===== src/rtl/uart_rx_frame_check_if.sv =====
// Bit-sampler / frame-checker bundle for the UART RX path.
interface uart_rx_frame_check_if #(
  parameter int unsigned DATA_MAX = 9,
  parameter int unsigned LEN_W    = 4,
  parameter int unsigned CNT_W    = 8
);
  logic                start_det;
  logic                bit_stb;
  logic                sampled_bit;
  logic                par_en;
  logic [1:0]          par_mode;
  logic [LEN_W-1:0]    data_len;
  logic                stop2;
  logic                err_clr;
  logic [DATA_MAX-1:0] rx_data;
  logic                rx_valid;
  logic                par_err;
  logic                stop_err;
  logic                sticky_par_err;
  logic                sticky_stop_err;
  logic [CNT_W-1:0]    par_err_cnt;
  logic [CNT_W-1:0]    stop_err_cnt;
  logic                busy;

  modport master (
    output start_det, bit_stb, sampled_bit, par_en, par_mode, data_len, stop2, err_clr,
    input  rx_data, rx_valid, par_err, stop_err, sticky_par_err, sticky_stop_err,
           par_err_cnt, stop_err_cnt, busy
  );

  modport slave (
    input  start_det, bit_stb, sampled_bit, par_en, par_mode, data_len, stop2, err_clr,
    output rx_data, rx_valid, par_err, stop_err, sticky_par_err, sticky_stop_err,
           par_err_cnt, stop_err_cnt, busy
  );
endinterface


===== src/rtl/uart_rx_frame_check.sv =====
// UART RX frame checker: assembles LSB-first data, checks parity and stop bits,
// and keeps per-frame error pulses, sticky flags and saturating error counters.
module uart_rx_frame_check #(
  parameter int unsigned DATA_MAX = 9,
  parameter int unsigned LEN_W    = 4,
  parameter int unsigned CNT_W    = 8
) (
  input logic                  clk,
  input logic                  rst,
  uart_rx_frame_check_if.slave bus
);
  localparam int unsigned BCW     = $clog2(DATA_MAX + 1);
  localparam int unsigned LEN_MIN = 5;

  typedef enum logic [2:0] {
    S_IDLE, S_DATA, S_PARITY, S_STOP1, S_STOP2, S_DONE
  } state_t;

  state_t              state_q, state_d;
  logic [DATA_MAX-1:0] shift_q, shift_d;
  logic [BCW-1:0]      cnt_q, cnt_d;
  logic [BCW-1:0]      len_q, len_d;
  logic                par_en_q, par_en_d;
  logic [1:0]          par_mode_q, par_mode_d;
  logic                stop2_q, stop2_d;
  logic                acc_q, acc_d;
  logic                par_bad_q, par_bad_d;
  logic                stop_bad_q, stop_bad_d;
  logic [DATA_MAX-1:0] rx_data_q, rx_data_d;
  logic                rx_valid_q, rx_valid_d;
  logic                par_err_q, par_err_d;
  logic                stop_err_q, stop_err_d;
  logic                sticky_par_q, sticky_par_d;
  logic                sticky_stop_q, sticky_stop_d;
  logic [CNT_W-1:0]    par_cnt_q, par_cnt_d;
  logic [CNT_W-1:0]    stop_cnt_q, stop_cnt_d;
  logic                busy_q, busy_d;
  logic [BCW-1:0]      eff_len_c;
  logic                exp_par_c;
  logic                last_stop_c;

  // Error counter update: a coincident error outranks the clear.
  function automatic logic [CNT_W-1:0] next_cnt(input logic [CNT_W-1:0] cnt,
                                                input logic ev, input logic clr);
    if (clr)     return ev ? CNT_W'(1) : '0;
    else if (ev) return (&cnt) ? cnt : cnt + CNT_W'(1);
    else         return cnt;
  endfunction

  // Clamp the requested data length into the supported range.
  always_comb begin
    if (bus.data_len < LEN_W'(LEN_MIN))       eff_len_c = BCW'(LEN_MIN);
    else if (bus.data_len > LEN_W'(DATA_MAX)) eff_len_c = BCW'(DATA_MAX);
    else                                      eff_len_c = BCW'(bus.data_len);
  end

  // Expected parity bit from the latched mode and running data XOR.
  always_comb begin
    unique case (par_mode_q)
      2'b00:   exp_par_c = acc_q;
      2'b01:   exp_par_c = ~acc_q;
      2'b10:   exp_par_c = 1'b1;
      default: exp_par_c = 1'b0;
    endcase
  end

  // Next-state and datapath logic.
  always_comb begin
    state_d     = state_q;
    shift_d     = shift_q;
    cnt_d       = cnt_q;
    len_d       = len_q;
    par_en_d    = par_en_q;
    par_mode_d  = par_mode_q;
    stop2_d     = stop2_q;
    acc_d       = acc_q;
    par_bad_d   = par_bad_q;
    stop_bad_d  = stop_bad_q;
    rx_data_d   = rx_data_q;
    rx_valid_d  = 1'b0;
    par_err_d   = 1'b0;
    stop_err_d  = 1'b0;
    last_stop_c = 1'b0;
    unique case (state_q)
      S_IDLE: begin
        if (bus.start_det) begin
          state_d    = S_DATA;
          par_en_d   = bus.par_en;
          par_mode_d = bus.par_mode;
          stop2_d    = bus.stop2;
          len_d      = eff_len_c;
          shift_d    = '0;
          cnt_d      = '0;
          acc_d      = 1'b0;
          par_bad_d  = 1'b0;
          stop_bad_d = 1'b0;
        end
      end
      S_DATA: begin
        if (bus.bit_stb) begin
          for (int i = 0; i < DATA_MAX; i++) begin
            if (BCW'(i) == cnt_q) shift_d[i] = bus.sampled_bit;
          end
          acc_d = acc_q ^ bus.sampled_bit;
          cnt_d = cnt_q + BCW'(1);
          if (cnt_d == len_q) state_d = par_en_q ? S_PARITY : S_STOP1;
        end
      end
      S_PARITY: begin
        if (bus.bit_stb) begin
          par_bad_d = bus.sampled_bit ^ exp_par_c;
          state_d   = S_STOP1;
        end
      end
      S_STOP1: begin
        if (bus.bit_stb) begin
          stop_bad_d = stop_bad_q | ~bus.sampled_bit;
          if (stop2_q) begin
            state_d = S_STOP2;
          end else begin
            state_d     = S_DONE;
            last_stop_c = 1'b1;
          end
        end
      end
      S_STOP2: begin
        if (bus.bit_stb) begin
          stop_bad_d  = stop_bad_q | ~bus.sampled_bit;
          state_d     = S_DONE;
          last_stop_c = 1'b1;
        end
      end
      S_DONE:  state_d = S_IDLE;
      default: state_d = S_IDLE;
    endcase
    // Frame results are registered so they are visible during DONE.
    if (last_stop_c) begin
      rx_valid_d = 1'b1;
      par_err_d  = par_bad_q;
      stop_err_d = stop_bad_d;
      rx_data_d  = shift_q;
    end
    sticky_par_d  = bus.err_clr ? par_err_q  : (sticky_par_q  | par_err_q);
    sticky_stop_d = bus.err_clr ? stop_err_q : (sticky_stop_q | stop_err_q);
    par_cnt_d     = next_cnt(par_cnt_q,  par_err_q,  bus.err_clr);
    stop_cnt_d    = next_cnt(stop_cnt_q, stop_err_q, bus.err_clr);
    busy_d        = (state_d != S_IDLE);
  end

  // State register.
  always_ff @(posedge clk or negedge rst) begin
    if (!rst) state_q <= S_IDLE;
    else      state_q <= state_d;
  end

  // Datapath and output registers.
  always_ff @(posedge clk or negedge rst) begin
    if (!rst) begin
      shift_q       <= '0;
      cnt_q         <= '0;
      len_q         <= '0;
      par_en_q      <= 1'b0;
      par_mode_q    <= 2'b00;
      stop2_q       <= 1'b0;
      acc_q         <= 1'b0;
      par_bad_q     <= 1'b0;
      stop_bad_q    <= 1'b0;
      rx_data_q     <= '0;
      rx_valid_q    <= 1'b0;
      par_err_q     <= 1'b0;
      stop_err_q    <= 1'b0;
      sticky_par_q  <= 1'b0;
      sticky_stop_q <= 1'b0;
      par_cnt_q     <= '0;
      stop_cnt_q    <= '0;
      busy_q        <= 1'b0;
    end else begin
      shift_q       <= shift_d;
      cnt_q         <= cnt_d;
      len_q         <= len_d;
      par_en_q      <= par_en_d;
      par_mode_q    <= par_mode_d;
      stop2_q       <= stop2_d;
      acc_q         <= acc_d;
      par_bad_q     <= par_bad_d;
      stop_bad_q    <= stop_bad_d;
      rx_data_q     <= rx_data_d;
      rx_valid_q    <= rx_valid_d;
      par_err_q     <= par_err_d;
      stop_err_q    <= stop_err_d;
      sticky_par_q  <= sticky_par_d;
      sticky_stop_q <= sticky_stop_d;
      par_cnt_q     <= par_cnt_d;
      stop_cnt_q    <= stop_cnt_d;
      busy_q        <= busy_d;
    end
  end

  assign bus.rx_data         = rx_data_q;
  assign bus.rx_valid        = rx_valid_q;
  assign bus.par_err         = par_err_q;
  assign bus.stop_err        = stop_err_q;
  assign bus.sticky_par_err  = sticky_par_q;
  assign bus.sticky_stop_err = sticky_stop_q;
  assign bus.par_err_cnt     = par_cnt_q;
  assign bus.stop_err_cnt    = stop_cnt_q;
  assign bus.busy            = busy_q;
endmodule


===== src/flat_wrapper.sv =====
// flat-port wrapper written by rule: the top's interface ports become plain ports
module uart_rx_frame_check_flat 
#(
  parameter int unsigned DATA_MAX = 9,
  parameter int unsigned LEN_W    = 4,
  parameter int unsigned CNT_W    = 8
)
  (clk, rst, bus_start_det, bus_bit_stb, bus_sampled_bit, bus_par_en, bus_par_mode, bus_data_len, bus_stop2, bus_err_clr, bus_rx_data, bus_rx_valid, bus_par_err, bus_stop_err, bus_sticky_par_err, bus_sticky_stop_err, bus_par_err_cnt, bus_stop_err_cnt, bus_busy);
  uart_rx_frame_check_if #(.DATA_MAX(DATA_MAX), .LEN_W(LEN_W), .CNT_W(CNT_W)) bus_i ();
  input logic clk;
  input logic rst;
  input wire logic [$bits(bus_i.start_det)-1:0] bus_start_det;
  input wire logic [$bits(bus_i.bit_stb)-1:0] bus_bit_stb;
  input wire logic [$bits(bus_i.sampled_bit)-1:0] bus_sampled_bit;
  input wire logic [$bits(bus_i.par_en)-1:0] bus_par_en;
  input wire logic [$bits(bus_i.par_mode)-1:0] bus_par_mode;
  input wire logic [$bits(bus_i.data_len)-1:0] bus_data_len;
  input wire logic [$bits(bus_i.stop2)-1:0] bus_stop2;
  input wire logic [$bits(bus_i.err_clr)-1:0] bus_err_clr;
  output wire logic [$bits(bus_i.rx_data)-1:0] bus_rx_data;
  output wire logic [$bits(bus_i.rx_valid)-1:0] bus_rx_valid;
  output wire logic [$bits(bus_i.par_err)-1:0] bus_par_err;
  output wire logic [$bits(bus_i.stop_err)-1:0] bus_stop_err;
  output wire logic [$bits(bus_i.sticky_par_err)-1:0] bus_sticky_par_err;
  output wire logic [$bits(bus_i.sticky_stop_err)-1:0] bus_sticky_stop_err;
  output wire logic [$bits(bus_i.par_err_cnt)-1:0] bus_par_err_cnt;
  output wire logic [$bits(bus_i.stop_err_cnt)-1:0] bus_stop_err_cnt;
  output wire logic [$bits(bus_i.busy)-1:0] bus_busy;
  assign bus_i.start_det = bus_start_det;
  assign bus_i.bit_stb = bus_bit_stb;
  assign bus_i.sampled_bit = bus_sampled_bit;
  assign bus_i.par_en = bus_par_en;
  assign bus_i.par_mode = bus_par_mode;
  assign bus_i.data_len = bus_data_len;
  assign bus_i.stop2 = bus_stop2;
  assign bus_i.err_clr = bus_err_clr;
  assign bus_rx_data = bus_i.rx_data;
  assign bus_rx_valid = bus_i.rx_valid;
  assign bus_par_err = bus_i.par_err;
  assign bus_stop_err = bus_i.stop_err;
  assign bus_sticky_par_err = bus_i.sticky_par_err;
  assign bus_sticky_stop_err = bus_i.sticky_stop_err;
  assign bus_par_err_cnt = bus_i.par_err_cnt;
  assign bus_stop_err_cnt = bus_i.stop_err_cnt;
  assign bus_busy = bus_i.busy;
  uart_rx_frame_check #(.DATA_MAX(DATA_MAX), .LEN_W(LEN_W), .CNT_W(CNT_W)) u_core (.clk(clk), .rst(rst), .bus(bus_i));
endmodule

===== config.mk =====
export PLATFORM = sky130hd
export DESIGN_NAME = uart_rx_frame_check_flat
export DESIGN_NICKNAME = d
export VERILOG_FILES = /design/src/rtl/uart_rx_frame_check_if.sv /design/src/rtl/uart_rx_frame_check.sv /design/src/flat_wrapper.sv
export SDC_FILE = /design/constraint.sdc
export NUM_CORES = 1
export LEC_CHECK = 0
export ABC_AREA = 1
export CORE_MARGIN = 1.5
export CORE_UTILIZATION = 40
export CTS_CLUSTER_SIZE = 40
export DETAILED_ROUTE_END_ITERATION = 10
export GPL_ROUTABILITY_DRIVEN = 1
export PLACE_DENSITY = 0.71
export SLEW_MARGIN = 20
export SYNTH_ARGS = -nofsm -noshare
export SYNTH_HDL_FRONTEND = slang
export SYNTH_SLANG_ARGS = --single-unit
export TNS_END_PERCENT = 5

===== constraint.sdc =====
create_clock -name clk -period 3.1 [get_ports clk]
set_input_delay 0.62 -clock clk [delete_from_list [all_inputs] [get_ports clk]]
set_output_delay 0.62 -clock clk [all_outputs]
set_load 0.02 [all_outputs]

==> flow_summary_export.csv, run 1 <==
group,metric,value,unit
synth,synth_warnings,0,
final_layout,layout_common_cells,"nand2_1, dfrtp_1, clkdlybuf4s50_1",
clock_network,clkSlewWorstSetupHoldPaths,60,ps
setup_path,path_delay_family,"buffers and inverters",
clock_network,cts_root_buf,"clkbuf_8",
final_layout,drive_above_1_share,0.0702,
final_layout,syn2layout_area_growth,22.8,%
setup_path,max_stage_delay,640,ps
die,die_y,88.3,um
setup_path,worstPathArrival,1410,ps
synth,synth_top_family_by_area,"simple AND/OR/NAND/NOR gates",
drt,drt-vias-per-instance,5.01,
sta,finalCriticalPeriod,2030,ps
drt,postRouteAntennaNets,0,
setup_path,critPathSlowestCell,"clkdlybuf4s50_1",
die,core_area,6910,sq um
sta,fmax,492,MHz
power,totalPowerFinal,0.00260,W
synth,synth_fa_ha_area_frac,0.0258,
synth,syn_area_per_cell,8.08,sq um
sta,finClkSkew,4.84,ps
placed_design,dp.final_hpwl,4.48,mm
drt,drc,0,
setup_path,path_buf_inv,1,
grt,grt_pass1_vias,2367,
sta,hold_viol,0,
die,die_x,88.3,um
final_layout,diodes,0,
clock_network,post_cts_resized,0,
setup_path,cp-start-kind,"flop",
final_layout,nets,428,
power,leakage,1.71,nW
synth,synth_nets,380,
clock_network,cts_setup_buffers,0,
grt,track_usage,0.172,
grt,grt_pass1_wl,10.4,mm
synth,synth_cells,360,
synth,synth_cell_types,34,
sta,slew_viol_final,0,
drt,routed_wl,6.08,mm
clock_network,clk_latency,330,ps
grt,grt_max_degree,59,
sta,worst_pin_slew,710,ps
sta,final-setup-viol-count,0,
synth,synthMuxAreaShare,0,
clock_network,h-tree-depth,3,
synth,synth_edf_count,0,
power,peakVddDrop,0.371,mV
synth,yosys_register_bits,58,
die,die_area,7800,sq um
drt,drt_iter0_drc,159,
synth,ys_seq_area_frac,0.499,
setup_path,path_max_fanout,6,
clock_network,hold_buffers,0,
run_status,status,"completed",
sta,timing.final.crit_share,0.656,
clock_network,cts_buffer_depth,2,
sta,max_slew_margin,0.527,
grt,grt_overflow,0,
drt,wl_per_cell,11.9,um
hold_path,hp-class,"input pin to async pin",
drt,vias,2548,
synth,syn_area,2910,sq um
clock_network,clock-sinks,58,
clock_network,cts_tree,"built",
synth,synth-compound-area-share,0.104,
grt,antenna_found_initial,0,
clock_network,cts_buffers,9,
placed_design,io_buffers,44,
drt,dr.pass1.iters,4,
synth,synth_top_flop_cell,"dfrtp_1",
sta,finalSetupTns,0,ps
final_layout,final_common_cell,"nand2_1",
placed_design,gp_congestion,0.880,
sta,rsz0062_at_grt,"false",
die,start_util,0.421,
setup_path,crit_path_cell_trace,"clkdlybuf4s50_1",
power,power_density,727,nW/um^2
die,io_pins,45,
setup_path,required,2480,ps
setup_path,critical_path_class,"flop to output port",
synth,yosys.area_share.simple,0.278,
setup_path,end_kind,"output port",
die,num_rows,30,
synth,yosys.area_share.xor_xnor,0.0150,
synth,async_flop_share,1.00,
job,max_cap_violations,0,
[sequential cells by signal, summed over array words and instances (netlist names), 2 cells and up]
register and flops:
u_core.cnt_q 4, u_core.shift_q 9, u_core.par_mode_q 2, u_core.bus.rx_data 9, u_core.state_q 3, u_core.len_q 4, u_core.bus.par_err_cnt 8, u_core.bus.stop_err_cnt 8
[per-stage QoR]
step / worst slack, ps / instances / utilization / hold slack (ps) / cell area (sq um)
2_1_floorplan: 1510 / 360 / - / 324 / 2910
3_3_place_gp: 814 / 493 / 0.494 / 457 / 3410
3_5_place_dp: 748 / 493 / 0.494 / 465 / 3410
4_1_cts: 1060 / 509 / 0.518 / 460 / 3570
5_1_grt: 917 / 509 / 0.518 / 484 / 3570
6_report: 1070 / 509 / 0.518 / 418 / 3570
[cell usage after synthesis (4+ instances only)]
cell type	number	share of area
a21oi_1	7	0.012
buf_6	4	0.015
dfrtp_1	58	0.50
ha_1	6	0.026
inv_1	39	0.050
inv_2	4	0.0052
nand2_1	105	0.14
nand3_1	33	0.057
nand4_1	9	0.019
nor2_1	20	0.026
nor3_1	8	0.014
o21ai_0	31	0.053
o21ai_1	6	0.010
[metal layers]
layer  vias up  GRT usage  routed length, um
met2        89      0.299               3000
met1      1184      0.208               2650
met5         -          0                  0
li1       1266          -                  -
met4         0     0.0369                 66
met3         9     0.0569                363
[where the power goes]
part           internal (W)  total [W]  switching [W]
Sequential         0.000945    0.00108       0.000134
Combinational      0.000342   0.000933       0.000591
Clock              0.000308   0.000588       0.000280
[kinds of logic after synthesis]
family / Yosys count
and+or+nand+nor: 185
DFF: 58
buffers and inverters: 52
AOI/OAI and AO/OA: 54
xor gates and xnor gates: 5
adders and majority gates: 6
[worst paths after layout]
| check | depth (start not counted) | slack (ps) | to | startpoint |
|---|---|---|---|---|
| min reg2reg | 2 | 470 | u_core.bus.rx_data[2] | u_core.shift_q[2] |
| min | 2 | 420 | u_core.bus.par_err_cnt[4] | rst |
| min in group clk | 2 | 470 | u_core.bus.rx_data[2] | u_core.shift_q[2] |
| max | 1 | 1070 | bus_stop_err_cnt[2] | u_core.bus.stop_err_cnt[2] |
| max reg2reg | 10 | 1250 | u_core.bus.busy | u_core.cnt_q[0] |
| max in group asynchronous | 2 | 2210 | u_core.cnt_q[1] | rst |
[area by class of cell]
cell class	count	area, sq um
flip-flops and latches	58	1450
fillers	663	3330
clock inverters	3	15.0
clock buffers	13	149
inverters	44	166
multi-input cells	250	1230
repair buffers	45	443
well taps	96	120
(Power assumes the default switching activity.)
==> run 2: changes to the inputs <==
--- a/config.mk
+++ b/config.mk
@@ -11,7 +11,7 @@
 export CTS_CLUSTER_SIZE = 40
 export DETAILED_ROUTE_END_ITERATION = 10
 export GPL_ROUTABILITY_DRIVEN = 1
-export PLACE_DENSITY = 0.71
+export PLACE_DENSITY = 0.74
 export SLEW_MARGIN = 20
 export SYNTH_ARGS = -nofsm -noshare
 export SYNTH_HDL_FRONTEND = slang
==> constraint.sdc (replaced) <==
create_clock -name clk -period 1.8 [get_ports clk]
set_input_delay 0.36 -clock clk [delete_from_list [all_inputs] [get_ports clk]]
set_output_delay 0.36 -clock clk [all_outputs]
set_load 0.02 [all_outputs]
==> flow_summary_export.csv, run 2 (same netlist as run 1, synthesis figures left out) <==
group,metric,value,unit
final_layout,layout_common_cells,"nand2_1, dfrtp_1, inv_1",
placed_design,io_buffers,44,
clock_network,cts_root_buf,"clkbuf_8",
grt,antenna_found_initial,0,
setup_path,path_delay_family,"buffers and inverters",
drt,wl_per_cell,12.4,um
setup_path,rrSetupSlack,170,ps
clock_network,clk_latency,340,ps
final_layout,drive_above_1_share,0.123,
die,num_rows,30,
sta,finalCriticalPeriod,1740,ps
sta,fmax,573,MHz
sta,final-setup-viol-count,0,
sta,timing.hold.ws,16.3,ps
sta,worst_pin_slew,421,ps
sta,rsz0062_at_grt,"true",
grt,track_usage,0.182,
clock_network,clkSlewWorstSetupHoldPaths,70,ps
setup_path,cp-start-kind,"flop",
final_layout,fill_cells,688,
final_layout,syn2layout_area_growth,30.4,%
final_layout,diodes,0,
sta,timing.final.crit_share,0.969,
placed_design,dpl.cell_count,511,
die,die_y,88.3,um
setup_path,critical_path_class,"flop to output port",
final_layout,final_common_cell,"nand2_1",
setup_path,path_buf_inv,1,
grt,grt_overflow,0,
power,power_density,1320,nW/um^2
drt,drc,0,
placed_design,gp_congestion,0.990,
clock_network,cts_tree,"built",
clock_network,h-tree-depth,3,
drt,vias,2615,
setup_path,critPathSlowestCell,"clkdlybuf4s50_1",
setup_path,worstPathArrival,1380,ps
setup_path,crit_path_cell_trace,"clkdlybuf4s50_1",
run_status,status,"completed",
die,die_x,88.3,um
hold_path,hp-class,"input pin to async pin",
clock_network,cts_setup_buffers,0,
final_layout,nets,446,
drt,postRouteAntennaNets,0,
drt,routed_wl,6.52,mm
setup_path,max_stage_delay,630,ps
power,leakage,1.90,nW
drt,drt_iter0_drc,111,
clock_network,cts_buffer_depth,2,
power,peakVddDrop,0.733,mV
grt,grt_pass1_wl,10.9,mm
setup_path,end_kind,"output port",
grt,grt_max_degree,59,
placed_design,dp.final_hpwl,4.67,mm
drt,drt-vias-per-instance,4.96,
setup_path,path_max_fanout,4,
die,io_pins,45,
sta,finClkSkew,8.11,ps
die,die_area,7800,sq um
sta,slew_viol_final,0,
die,start_util,0.421,
drt,dr.pass1.iters,4,
final_layout,instances_no_fill,527,
job,max_cap_violations,0,
clock_network,cts_buffers,9,
sta,max_slew_margin,0.717,
grt,grt_pass1_vias,2484,
sta,hold_viol,0,
clock_network,clock-sinks,58,
setup_path,required,1440,ps
die,core_area,6910,sq um
## run 2: routing by layer
metal,part of all wire,vias to the layer above,global-route usage
met5,0,-,0
met4,0.012,0,0.0852
met3,0.044,8,0.0308
met2,0.48,73,0.309
met1,0.46,1231,0.226
li1,-,1303,-
## run 2: layout make-up
class                           count  area [sq um]  area share
Clock inverter                      7          93.8      0.0247
Sequential cell                    58          1450       0.382
Multi-Input combinational cell    250          1240       0.327
Clock buffer                        9           124      0.0326
Inverter                           44           166      0.0439
Timing Repair Buffer               63           599       0.158
Tap cell                           96           120      0.0317
## run 2: path summary, 6_finish.rpt
path,startpoint,end,cells after the start
worst min register to register,u_core.bus.sticky_par_err,u_core.bus.sticky_par_err,2
max in group asynchronous,rst,u_core.state_q[0],2
worst max-delay path,u_core.bus.stop_err_cnt[4],bus_stop_err_cnt[4],1
worst max register to register,u_core.bus.par_err_cnt[0],u_core.bus.par_err_cnt[2],9
min in group clk,u_core.bus.sticky_par_err,u_core.bus.sticky_par_err,2
worst min-delay path,rst,u_core.bus.par_err_cnt[6],2
## run 2: metrics by stage
step	total power (W)	TNS (ps)	util	setup WS (ps)	cell area [sq um]
6_report	0.00503	0	0.549	55.7	3790
5_1_grt	0.00540	0	0.549	0.731	3790
4_1_cts	0.00505	0	0.547	19.5	3770
3_5_place_dp	0.00370	-23.5	0.515	-23.4	3560
3_3_place_gp	0.00365	0	0.515	25.9	3560
2_1_floorplan	0.00308	0	-	214	2910
## run 2: timing repair
action,4_1_cts,5_1_grt
hold buffers,0,0
setup endpoints to repair,1,9
gates resized for setup,1,7
## run 2: report_power, final
group	leakage [nW]	switching (W)	total (W)	internal (W)
logic	1.02	0.00111	0.00185	0.000743
registers	0.770	0.000222	0.00185	0.00163
clock network	0.105	0.000551	0.00133	0.000776
==> run 3: changes to the inputs <==
--- a/config.mk
+++ b/config.mk
@@ -7,11 +7,11 @@
 export LEC_CHECK = 0
 export ABC_AREA = 1
 export CORE_MARGIN = 1.5
-export CORE_UTILIZATION = 40
+export CORE_UTILIZATION = 54
 export CTS_CLUSTER_SIZE = 40
 export DETAILED_ROUTE_END_ITERATION = 10
 export GPL_ROUTABILITY_DRIVEN = 1
-export PLACE_DENSITY = 0.74
+export PLACE_DENSITY = 0.89
 export SLEW_MARGIN = 20
 export SYNTH_ARGS = -nofsm -noshare
 export SYNTH_HDL_FRONTEND = slang
==> constraint.sdc (replaced) <==
create_clock -name clk -period 1.92 [get_ports clk]
set_input_delay 0.384 -clock clk [delete_from_list [all_inputs] [get_ports clk]]
set_output_delay 0.384 -clock clk [all_outputs]
set_load 0.02 [all_outputs]
==> flow_summary_export.csv, run 3 (same netlist as run 1, synthesis figures left out) <==
group,metric,value,unit
sta,finalCriticalPeriod,1870,ps
die,die_area,5840,sq um
sta,max_slew_margin,0.579,
drt,highest_layer,"met4",
setup_path,reg2regPathDepth,10,
drt,drt-vias-per-instance,5.41,
final_layout,drive_above_1_share,0.104,
clock_network,cts_buffers,9,
grt,grt_overflow,0,
clock_network,cts_buffer_depth,2,
final_layout,multi_input_area,1240,sq um
power,leakage,1.80,nW
drt,drt_iter0_drc,225,
setup_path,path_delay_family,"buffers and inverters",
sta,layout_setup_ws,54.4,ps
sta,slew_viol_final,0,
drt,drc,0,
setup_path,path_buf_inv,1,
final_layout,final-seq-area,1450,sq um
sta,rsz0062_at_grt,"false",
grt,antenna_found_initial,0,
placed_design,dp.final_hpwl,4.59,mm
drt,wl_per_cell,13.7,um
die,die_y,76.4,um
setup_path,r2r_end,"u_core.bus.busy",
die,core_area,5140,sq um
die,start_util,0.566,
setup_path,critical_path_class,"flop to output port",
clock_network,cts_root_buf,"clkbuf_8",
sta,timing.final.crit_share,0.972,
setup_path,rrSetupSlack,200,ps
setup_path,path_max_fanout,6,
setup_path,required,1540,ps
setup_path,end_kind,"output port",
setup_path,crit_path_cell_trace,"clkdlybuf4s50_1",
sta,worst_pin_slew,631,ps
drt,wl_met3,322,um
setup_path,rr_startpoint,"u_core.cnt_q[1]",
grt,grt_pass1_wl,11.7,mm
drt,routed_wl,6.75,mm
power,peakVddDrop,0.851,mV
grt,grt_pass1_vias,2518,
clock_network,clkSlewWorstSetupHoldPaths,70,ps
drt,dr.pass1.iters,4,
setup_path,cp-start-kind,"flop",
final_layout,nets,437,
final_layout,layout_common_cells,"nand2_1, dfrtp_1, clkdlybuf4s50_1",
placed_design,io_buffers,44,
final_layout,syn2layout_area_growth,27.8,%
final_layout,fin_area,3720,sq um
clock_network,h-tree-depth,3,
final_layout,final_common_cell,"nand2_1",
run_status,status,"completed",
setup_path,critPathSlowestCell,"clkdlybuf4s50_1",
drt,met2_length,3.36,mm
die,num_rows,26,
grt,grt_max_degree,33,
die,die_x,76.4,um
drt,wl_met1,2.90,mm
final_layout,fill_cells,378,
job,max_cap_violations,0,
sta,final-setup-viol-count,0,
grt,track_usage,0.255,
clock_network,clk_latency,340,ps
power,power_density,1290,nW/um^2
placed_design,gp_congestion,0.894,
sta,finClkSkew,9.49,ps
final_layout,diodes,0,
placed_design,placed_area,3460,sq um
sta,fmax,536,MHz
die,io_pins,45,
hold_path,hp-class,"input pin to async pin",
setup_path,max_stage_delay,660,ps
sta,finalSetupTns,0,ps
clock_network,clock-sinks,58,
clock_network,cts_tree,"built",
placed_design,pre_cts_slack,31.0,ps
drt,vias,2660,
drt,postRouteAntennaNets,0,
setup_path,worstPathArrival,1480,ps
sta,hold_viol,0,
-- run 3: worst max-delay path by stage --
stage / endpoint / slack, ps / cells past startpoint / start
6_report: bus_stop_err_cnt[7] / 50 / 1 / u_core.bus.stop_err_cnt[7]
5_1_grt: u_core.bus.busy / 8 / 10 / u_core.cnt_q[1]
4_1_cts: bus_stop_err_cnt[7] / 100 / 1 / u_core.bus.stop_err_cnt[7]
3_5_place_dp: u_core.bus.rx_data[7] / 30 / 6 / bus_bit_stb
3_3_place_gp: u_core.bus.rx_data[0] / 80 / 6 / bus_bit_stb
2_1_floorplan: u_core.bus.stop_err_cnt[7] / 330 / 8 / u_core.bus.stop_err_cnt[0]
-- run 3: repair_timing --
item / in CTS / in global routing
setup buffers: 0 / 0
hold buffers: 0 / 0
setup endpoints to repair: 0 / 3
gates resized for setup: 0 / 3
endpoints found under the hold margin: 0 / 0
-- run 3: layout make-up --
type	count	share of cell area
inverters	44	0.0448
clock inverters	5	0.0269
clock buffers	11	0.0407
well taps	70	0.0236
flip-flops and latches	58	0.390
multi-input cells	250	0.333
repair buffers	54	0.141
-- run 3: power by group --
group          leakage, nW  switching [W]  internal [W]
logic                0.897        0.00102      0.000606
registers            0.770       0.000206       0.00153
clock network        0.129       0.000498      0.000929
-- run 3: stage by stage --
| stage | hold slack [ps] | total power (W) | cells | utilization |
|---|---|---|---|---|
| after floorplan | 88.4 | 0.00288 | 360 | - |
| after detailed placement | 435 | 0.00334 | 476 | 0.673 |
| after global routing | 111 | 0.00512 | 492 | 0.723 |
| after global placement | 428 | 0.00327 | 476 | 0.673 |
| after CTS | 72.8 | 0.00478 | 492 | 0.722 |
| final | 61.9 | 0.00478 | 492 | 0.723 |
-- run 3: layer usage --
layer / track usage / up-vias
li1: - / 1284
met1: 0.326 / 1260
met2: 0.413 / 98
met3: 0.0491 / 18
met4: 0.133 / 0
met5: 0 / -
